File: config.mk
export PLATFORM = sky130hd
export DESIGN_NAME = bcd_scan_counter
export DESIGN_NICKNAME = d
export VERILOG_FILES = /design/src/rtl/bcd_scan_counter.sv
export SDC_FILE = /design/constraint.sdc
export NUM_CORES = 1
export LEC_CHECK = 0
export BUFFER_PORTS_ARGS = -buffer_cell sky130_fd_sc_hd__buf_2
export CAP_MARGIN = 20
export CORE_ASPECT_RATIO = 1.1
export CORE_MARGIN = 2
export CORE_UTILIZATION = 45
export CTS_BUF_LIST = sky130_fd_sc_hd__clkbuf_4 sky130_fd_sc_hd__clkbuf_8 sky130_fd_sc_hd__clkbuf_16
export DETAILED_ROUTE_END_ITERATION = 10
export PLACE_DENSITY = 0.78
export SLEW_MARGIN = 15
export SYNTH_ARGS = -nofsm -noshare
export SYNTH_HDL_FRONTEND = slang
export SYNTH_SLANG_ARGS = --single-unit
File: constraint.sdc
create_clock -name clk -period 2 [get_ports clk]
set_input_delay 0.6 -clock clk [delete_from_list [all_inputs] [get_ports clk]]
set_output_delay 0.6 -clock clk [all_outputs]
set_load 0.05 [all_outputs]
File: src/rtl/bcd_scan_counter.sv
// Four-digit packed-BCD up/down counter with wrap carry
// and a time-multiplexed digit scanner for a 7-seg decoder.
module bcd_scan_counter #(
  parameter int SCAN_DIV = 1000,
  parameter int DIV_W    = 10
) (
  input  logic        clk,
  input  logic        rst,
  input  logic        en,
  input  logic        up,
  input  logic        load,
  input  logic [15:0] load_val,
  output logic [15:0] count,
  output logic        carry,
  output logic [3:0]  bcd_out,
  output logic [3:0]  an
);

  localparam logic [DIV_W-1:0] DIV_MAX = DIV_W'(SCAN_DIV - 1);

  logic [15:0]      step_val;
  logic             step_wrap;
  logic             rip;
  logic [15:0]      load_clamp;
  logic [DIV_W-1:0] div;
  logic [1:0]       idx;

  // Ripple carry/borrow across digits; surviving rip means full wrap
  always_comb begin
    step_val = count;
    rip      = 1'b1;
    for (int i = 0; i < 4; i++) begin
      if (rip) begin
        if (up) begin
          if (count[4*i +: 4] >= 4'd9) begin
            step_val[4*i +: 4] = 4'd0;
          end else begin
            step_val[4*i +: 4] = count[4*i +: 4] + 4'd1;
            rip = 1'b0;
          end
        end else begin
          if (count[4*i +: 4] == 4'd0) begin
            step_val[4*i +: 4] = 4'd9;
          end else begin
            step_val[4*i +: 4] = count[4*i +: 4] - 4'd1;
            rip = 1'b0;
          end
        end
      end
    end
    step_wrap = rip;
  end

  always_comb begin
    load_clamp = load_val;
    for (int i = 0; i < 4; i++) begin
      if (load_val[4*i +: 4] > 4'd9)
        load_clamp[4*i +: 4] = 4'd9;
    end
  end

  always_ff @(posedge clk or posedge rst) begin
    if (rst) begin
      count <= 16'h0000;
      carry <= 1'b0;
    end else if (load) begin
      count <= load_clamp;
      carry <= 1'b0;
    end else if (en) begin
      count <= step_val;
      carry <= step_wrap;
    end else begin
      carry <= 1'b0;
    end
  end

  always_ff @(posedge clk or posedge rst) begin
    if (rst) begin
      div <= '0;
      idx <= 2'd0;
    end else if (div == DIV_MAX) begin
      div <= '0;
      idx <= idx + 2'd1;
    end else begin
      div <= div + 1'b1;
    end
  end

  always_comb begin
    an      = 4'b0001 << idx;
    bcd_out = 4'h0;
    unique case (idx)
      2'd0: bcd_out = count[3:0];
      2'd1: bcd_out = count[7:4];
      2'd2: bcd_out = count[11:8];
      2'd3: bcd_out = count[15:12];
    endcase
  end

endmodule

==> results_dict.tcl, run 1 <==
set metrics [dict create \
    antenna_found_initial 0 \
    worstPathCellList "ha_4 > a222oi_1 > buf_4 > mux2i_4 > buf_6" \
    insertion_delay_ns 0.28 \
    yosys_warnings 0 \
    synth_most_common_cell "dfrtp_1" \
    grt_pass1_wl_um 10200 \
    synthCells 279 \
    nNetsFinal 396 \
    violations "negative setup slack" \
    synthSimpleGateAreaFrac_pct 21.6 \
    path_class "reg -> out" \
    hp-class "in -> async" \
    status "complete, but fails checks" \
    async_reset_ff_share_pct 100 \
    swShare_pct 39.3 \
    clkTransAtPathRegs_ns 0.07 \
    first_iter_violations 157 \
    track_usage_pct 22.3 \
    routedWlPerCell_um 15.6 \
    fin_ws_ns -0.286 \
    drv_slew 0 \
    syn-cell-area_um2 2390 \
    avgSynthCellArea_um2 8.58 \
    crit_fanout 5 \
    fmax_mhz 437 \
    synthMuxAreaShare_pct 5.59 \
    cp_num_buf_inv 2 \
    power.clock.fraction_pct 23.5 \
    vdd_drop_max_v 0.000304 \
    grt_max_degree 33 \
    row_count 27 \
    antennaDiodeCount 0 \
    first_pass_iters 4 \
    routed_via_density 5.84 \
    p_int_w 0.00123 \
    hpwl_um 4750 \
    overflow 0 \
    netlist_top_cells_area "dfrtp_1, ha_1, mux2i_1, nor2_1, o21ai_0" \
    power_w 0.00203 \
    cts_tree "done" \
    synthAdderAreaFrac_pct 9.41 \
    start_util_pct 47.2 \
    netlist.top_cell.by_area "dfrtp_1" \
    io_buffers 45 \
    cp-start-kind "flip-flop" \
    synth-compound-area-share_pct 24.4 \
    rsz0062_at_grt "true" \
    fin_worst_skew_ns 0.00607 \
    slowest_delay_ns 0.46 \
    setup_violations 4 \
    final.min_clock_period_ns 2.29 \
    gp_congestion 0.851 \
    synth_top_area_share_pct 30.3 \
    ys_seq_elements 29 \
    synthXorXnorAreaFrac_pct 2.93 \
    areaGrowthSynthToFinish_pct 38.6 \
    drt_wl_total_um 6500 \
    worstPathRequired_ns 1.40 \
    via_count 2429 \
    r2r_start "count[0]" \
    core_area_um2 5070 \
    cts_buffer_depth 2 \
    cp_slowest_cell "dfrtp_2" \
    chipHeight_um 80.5 \
    route.detailed.drc 0 \
    worstRegToRegCells 6 \
    die_x_um 73.5 \
    ys_seq_area_share_pct 30.3 \
    path_delay_family "flip-flops" \
    crit_path_end_kind "output port" \
    synth_nets 318 \
    slew_headroom_pct 62.9 \
    r2r_slack_ns 0.03 \
    cts_max_level 2 \
    final_area_um2 3320 \
    p_seq_share_pct 33.9 \
    cts_root_buf "clkbuf_8" \
    ys_types 58 \
    clock-sinks 29 \
    maxCapViolCount 0 \
    first_global_vias 2234 \
    cts-buffers-inserted 5 \
    tightestPinTransition_ns 0.557 \
    ant_nets 0 \
    drive_gt1_share_pct 40.5 \
    pin_count 46 \
    p_sw_w 0.000797 \
    synth-edff-count 0 \
    dieArea_um2 5920 \
    postPlaceCellArea_um2 3060 \
    postCtsHoldBufs 0 \
    synth_commonest_cells "dfrtp_1, nor2_1, inv_1, o21ai_0, ha_1" \
    critical_path_arrival_ns 1.69 \
    final_hold_viol_count 0 \
    power.density_nw_per_um2 612 \
    pwr-share-comb_pct 42.6 \
    synth_ff_type "dfrtp_1" \
    period_share_pct 114 \
    reg2reg_to "count[4]" \
    leakagePower_nw 1.44 \
    synth_top_family_by_area "compound AO/OA/AOI/OAI gates" \
]
-- power groups by stage --
stage               Combinational, W  Clock, W  Sequential (W)
CTS                         0.000819  0.000490        0.000681
global placement            0.000783         0        0.000692
global route                0.000936  0.000525        0.000694
finish                      0.000865  0.000476        0.000689
detailed placement          0.000793         0        0.000692
floorplan                   0.000443         0        0.000810
-- layer usage --
metal / share of wire, % / vias to the layer above / GRT usage [%] / routed length (µm)
met5: 0 / - / 0 / 0
li1: - / 1193 / - / -
met2: 47 / 75 / 35.7 / 3050
met4: 2.7 / 0 / 9.82 / 176
met1: 45 / 1145 / 28.2 / 2900
met3: 5.9 / 16 / 5.52 / 386
-- placed cells by master (no fill, tap or decap), drive strengths merged, types with 2 or more instances in the layout --
cell    instances
buf            85
o21ai          29
dfrtp          29
nor2           26
inv            20
ha             18
nand2          13
nand3          11
mux2i          10
a21oi           8
a31oi           8
nand3b          7
nor3            6
nand2b          6
clkbuf          6
o21a            5
xor2            5
a211oi          5
a311oi          4
nor2b           4
a222oi          4
nor4            4
or3b            3
and3            3
o31ai           3
o21bai          3
xnor2           3
nor3b           3
o22ai           2
nor4b           2
nand4           2
a21o            2
o41ai           2
clkinv          2
a32oi           2
o311ai          2
-- final cells by class --
cell class / instances / area (µm²)
tap: 58 / 72.6
clock buffer: 6 / 76.3
sequential: 29 / 743
timing repair buffer: 85 / 573
multi-input combinational: 216 / 1750
clock inverter: 2 / 10.0
inverter: 20 / 87.6
fill: 392 / 1750
-- worst reg2reg max path: cells and delay by family, from the launching register on --
family / cells / cell delay (ns)
fa+ha+maj: 1 / 0.20
flops: 1 / 0.45
simple gates: 1 / 0.43
compound gates: 4 / 0.75
-- what timing repair did --
action	CTS	global route
resized for setup	12	19
pin swaps	6	8
setup endpoints to repair	6	14
setup buffers	3	4
-- state kept, by name, indices dropped and copies added (netlist names) --
signal	count
count	16
div	10
idx	2
carry	1
-- how the worst max path moves through the flow --
stage / from / end / cells after the start / slack (ns)
finish: idx[1] / bcd_out[2] / 5 / -0.29
floorplan: count[4] / count[8] / 8 / -0.17
global route: idx[1] / bcd_out[3] / 5 / -0.36
CTS: idx[0] / bcd_out[2] / 5 / -0.28
detailed placement: up / count[15] / 6 / -0.08
global placement: up / carry / 6 / -0.03
-- through the flow --
| stage | setup slack [ns] | utilization (%) | setup TNS, ns | std cells | hold slack [ns] |
|---|---|---|---|---|---|
| after global routing | -0.356 | 65.5 | -1.44 | 416 | 0.442 |
| final | -0.286 | 65.5 | -1.04 | 416 | 0.385 |
| after floorplan | -0.174 | - | -1.01 | 279 | 0.448 |
| after global placement | -0.0326 | 60.3 | -0.0405 | 401 | 0.467 |
| after CTS | -0.276 | 63.4 | -1.09 | 412 | 0.396 |
| after detailed placement | -0.0827 | 60.3 | -0.451 | 401 | 0.480 |
-- cells by family after synthesis --
logic type                 Yosys count
AOI/OAI and AO/OA                   86
xor gates and xnor gates             8
adders and majority gates           18
buffers and inverters               34
DFF                                 29
muxes                               12
and+or+nand+nor                     92
Power figures use the tool's default switching activity.
==> run 2: changes to the inputs <==
CORE_MARGIN = 4   (was 2)
HOLD_SLACK_MARGIN = 0.05   (was not set)
==> run 2 against run 1 <==
Effect of this change: the run still ends with negative setup slack left; combinational power is 2% higher; fmax is 0.28% higher; clock skew is 0.0048 ns higher; utilization is 0.074 points higher; final area is 0.11% higher; worst hold slack worse by 0.011 ns; final cell count stayed put; clock power is 4.2% higher; die area is 11% higher; setup slack better by 0.0063 ns; critical endpoint is now bcd_out[3]; largest cell class unchanged.
==> results_dict.tcl, run 2 (synthesis gave the netlist of run 1 again) <==
set metrics [dict create \
    status "complete, but fails checks" \
    violations "negative setup slack" \
    vdd_drop_max_v 0.000411 \
    overflow 0 \
    final_hold_viol_count 0 \
    cts-buffers-inserted 5 \
    drive_gt1_share_pct 39.7 \
    largest-register "count" \
    slew_headroom_pct 60.9 \
    start_util_pct 47.2 \
    insertion_delay_ns 0.29 \
    top_regs "count: 16 flops, div: 10 flops, idx: 2 flops" \
    antennaDiodeCount 0 \
    leakagePower_nw 1.45 \
    clock-sinks 29 \
    route.detailed.drc 0 \
    final_cell_mix "buf_2, buf_4, nor2_1" \
    via_count 2408 \
    crit_start "idx[0]" \
    mostFrequentLayoutCell "buf_2" \
    crit_fanout 5 \
    drt_wl_total_um 6560 \
    grt_max_degree 33 \
    r2r_slack_ns 0.01 \
    final_util_pct 65.5 \
    routedWlPerCell_um 15.8 \
    rsz0062_at_grt "true" \
    routed_via_density 5.79 \
    grtUsageMet3_pct 3.86 \
    hp-class "in -> async" \
    grt.busiest_layer "met2" \
    pin_count 46 \
    ant_nets 0 \
    final_area_um2 3320 \
    grt_pass1_wl_um 10800 \
    first_global_vias 2253 \
    largest_reg_flops 16 \
    fmax_mhz 439 \
    nNetsFinal 396 \
    power.density_nw_per_um2 620 \
    core_area_um2 5070 \
    fin_worst_skew_ns 0.0109 \
    chipHeight_um 84.5 \
    drv_slew 0 \
    die_x_um 77.5 \
    antenna_found_initial 0 \
    crit_path_end_kind "output port" \
    first_iter_violations 137 \
    first_pass_iters 4 \
    cts_buffer_depth 2 \
    cts_tree "done" \
    postCtsHoldBufs 0 \
    worstRegToRegCells 8 \
    worstPathRequired_ns 1.40 \
    maxCapViolCount 0 \
    io_buffers 45 \
    track_usage_pct 20.4 \
    fin_ws_ns -0.280 \
    grt_use_met2_pct 33.2 \
    final.min_clock_period_ns 2.28 \
    n_fill_cell 404 \
    cp-start-kind "flip-flop" \
    postPlaceCellArea_um2 3080 \
    hpwl_um 4820 \
    dieArea_um2 6550 \
    grt.met1_usage_pct 27.1 \
    period_share_pct 114 \
    critical_path_arrival_ns 1.68 \
    areaGrowthSynthToFinish_pct 38.7 \
    clkTransAtPathRegs_ns 0.07 \
    r2r_start "count[1]" \
    cts_max_level 2 \
    reg2reg_to "count[10]" \
    path_class "reg -> out" \
    gp_congestion 0.868 \
    setup_violations 4 \
    tightestPinTransition_ns 0.587 \
    cts_root_buf "clkbuf_8" \
    row_count 27 \
]
## run 2: cell count changes in the layout (fill, tap and decap cells not counted), moves of 2 or more
cell,change
buf_6,+4
buf_4,-2
ha_2,-2
dfrtp_1,+2
dfrtp_2,-2
a211oi_1,-2
a211oi_2,+2
## run 2: repair_timing
item,CTS,global route
buffers inserted,0,4
pin swaps,6,12
resized for setup,10,20
endpoints found under the setup margin,11,16
## run 2: how the worst max path moves through the flow
stage                            end  slack (ns)
after global routing      bcd_out[2]       -0.37
after global placement    bcd_out[3]       -0.03
after CTS                 bcd_out[1]       -0.28
after floorplan             count[8]       -0.17
after detailed placement  bcd_out[1]       -0.05
final                     bcd_out[3]       -0.28
## run 2: where the power goes
| part | internal, W | switching [W] |
|---|---|---|
| combinational | 0.000353 | 0.000526 |
| clock | 0.000254 | 0.000241 |
| sequential | 0.000626 | 0.0000569 |
| total | 0.00123 | 0.000824 |
## run 2: worst max-delay path: stages, from the launching register on
cell      delay (ns)
dfrtp_2         0.46
ha_4            0.19
a222oi_1        0.32
buf_4           0.18
mux2i_4         0.06
buf_6           0.17
## run 2: through the flow
stage	worst slack (ns)	setup TNS [ns]	instances	hold slack [ns]	power, W
2_1_floorplan	-0.174	-1.01	279	0.448	0.00125
3_3_place_gp	-0.0257	-0.0719	404	0.462	0.00148
3_5_place_dp	-0.0484	-0.218	404	0.470	0.00150
4_1_cts	-0.284	-1.11	412	0.385	0.00201
5_1_grt	-0.372	-1.48	416	0.425	0.00217
6_report	-0.280	-1.01	416	0.373	0.00206
## run 2: area by class of cell
cell class	instances	area (µm²)	share of cell area, %
clock buffers	6	76.3	2.30
clock inverters	2	10.0	0.301
inverters	20	87.6	2.64
multi-input cells	216	1770	53.2
flip-flops and latches	29	741	22.3
well taps	58	72.6	2.19
repair buffers	85	568	17.1
## run 2: per-layer routing
metal	up-vias	share of wire [%]	wire, µm
li1	1193	-	-
met1	1135	46	3010
met2	66	47	3100
met3	14	4.7	308
met4	0	2.2	143
met5	-	0	0
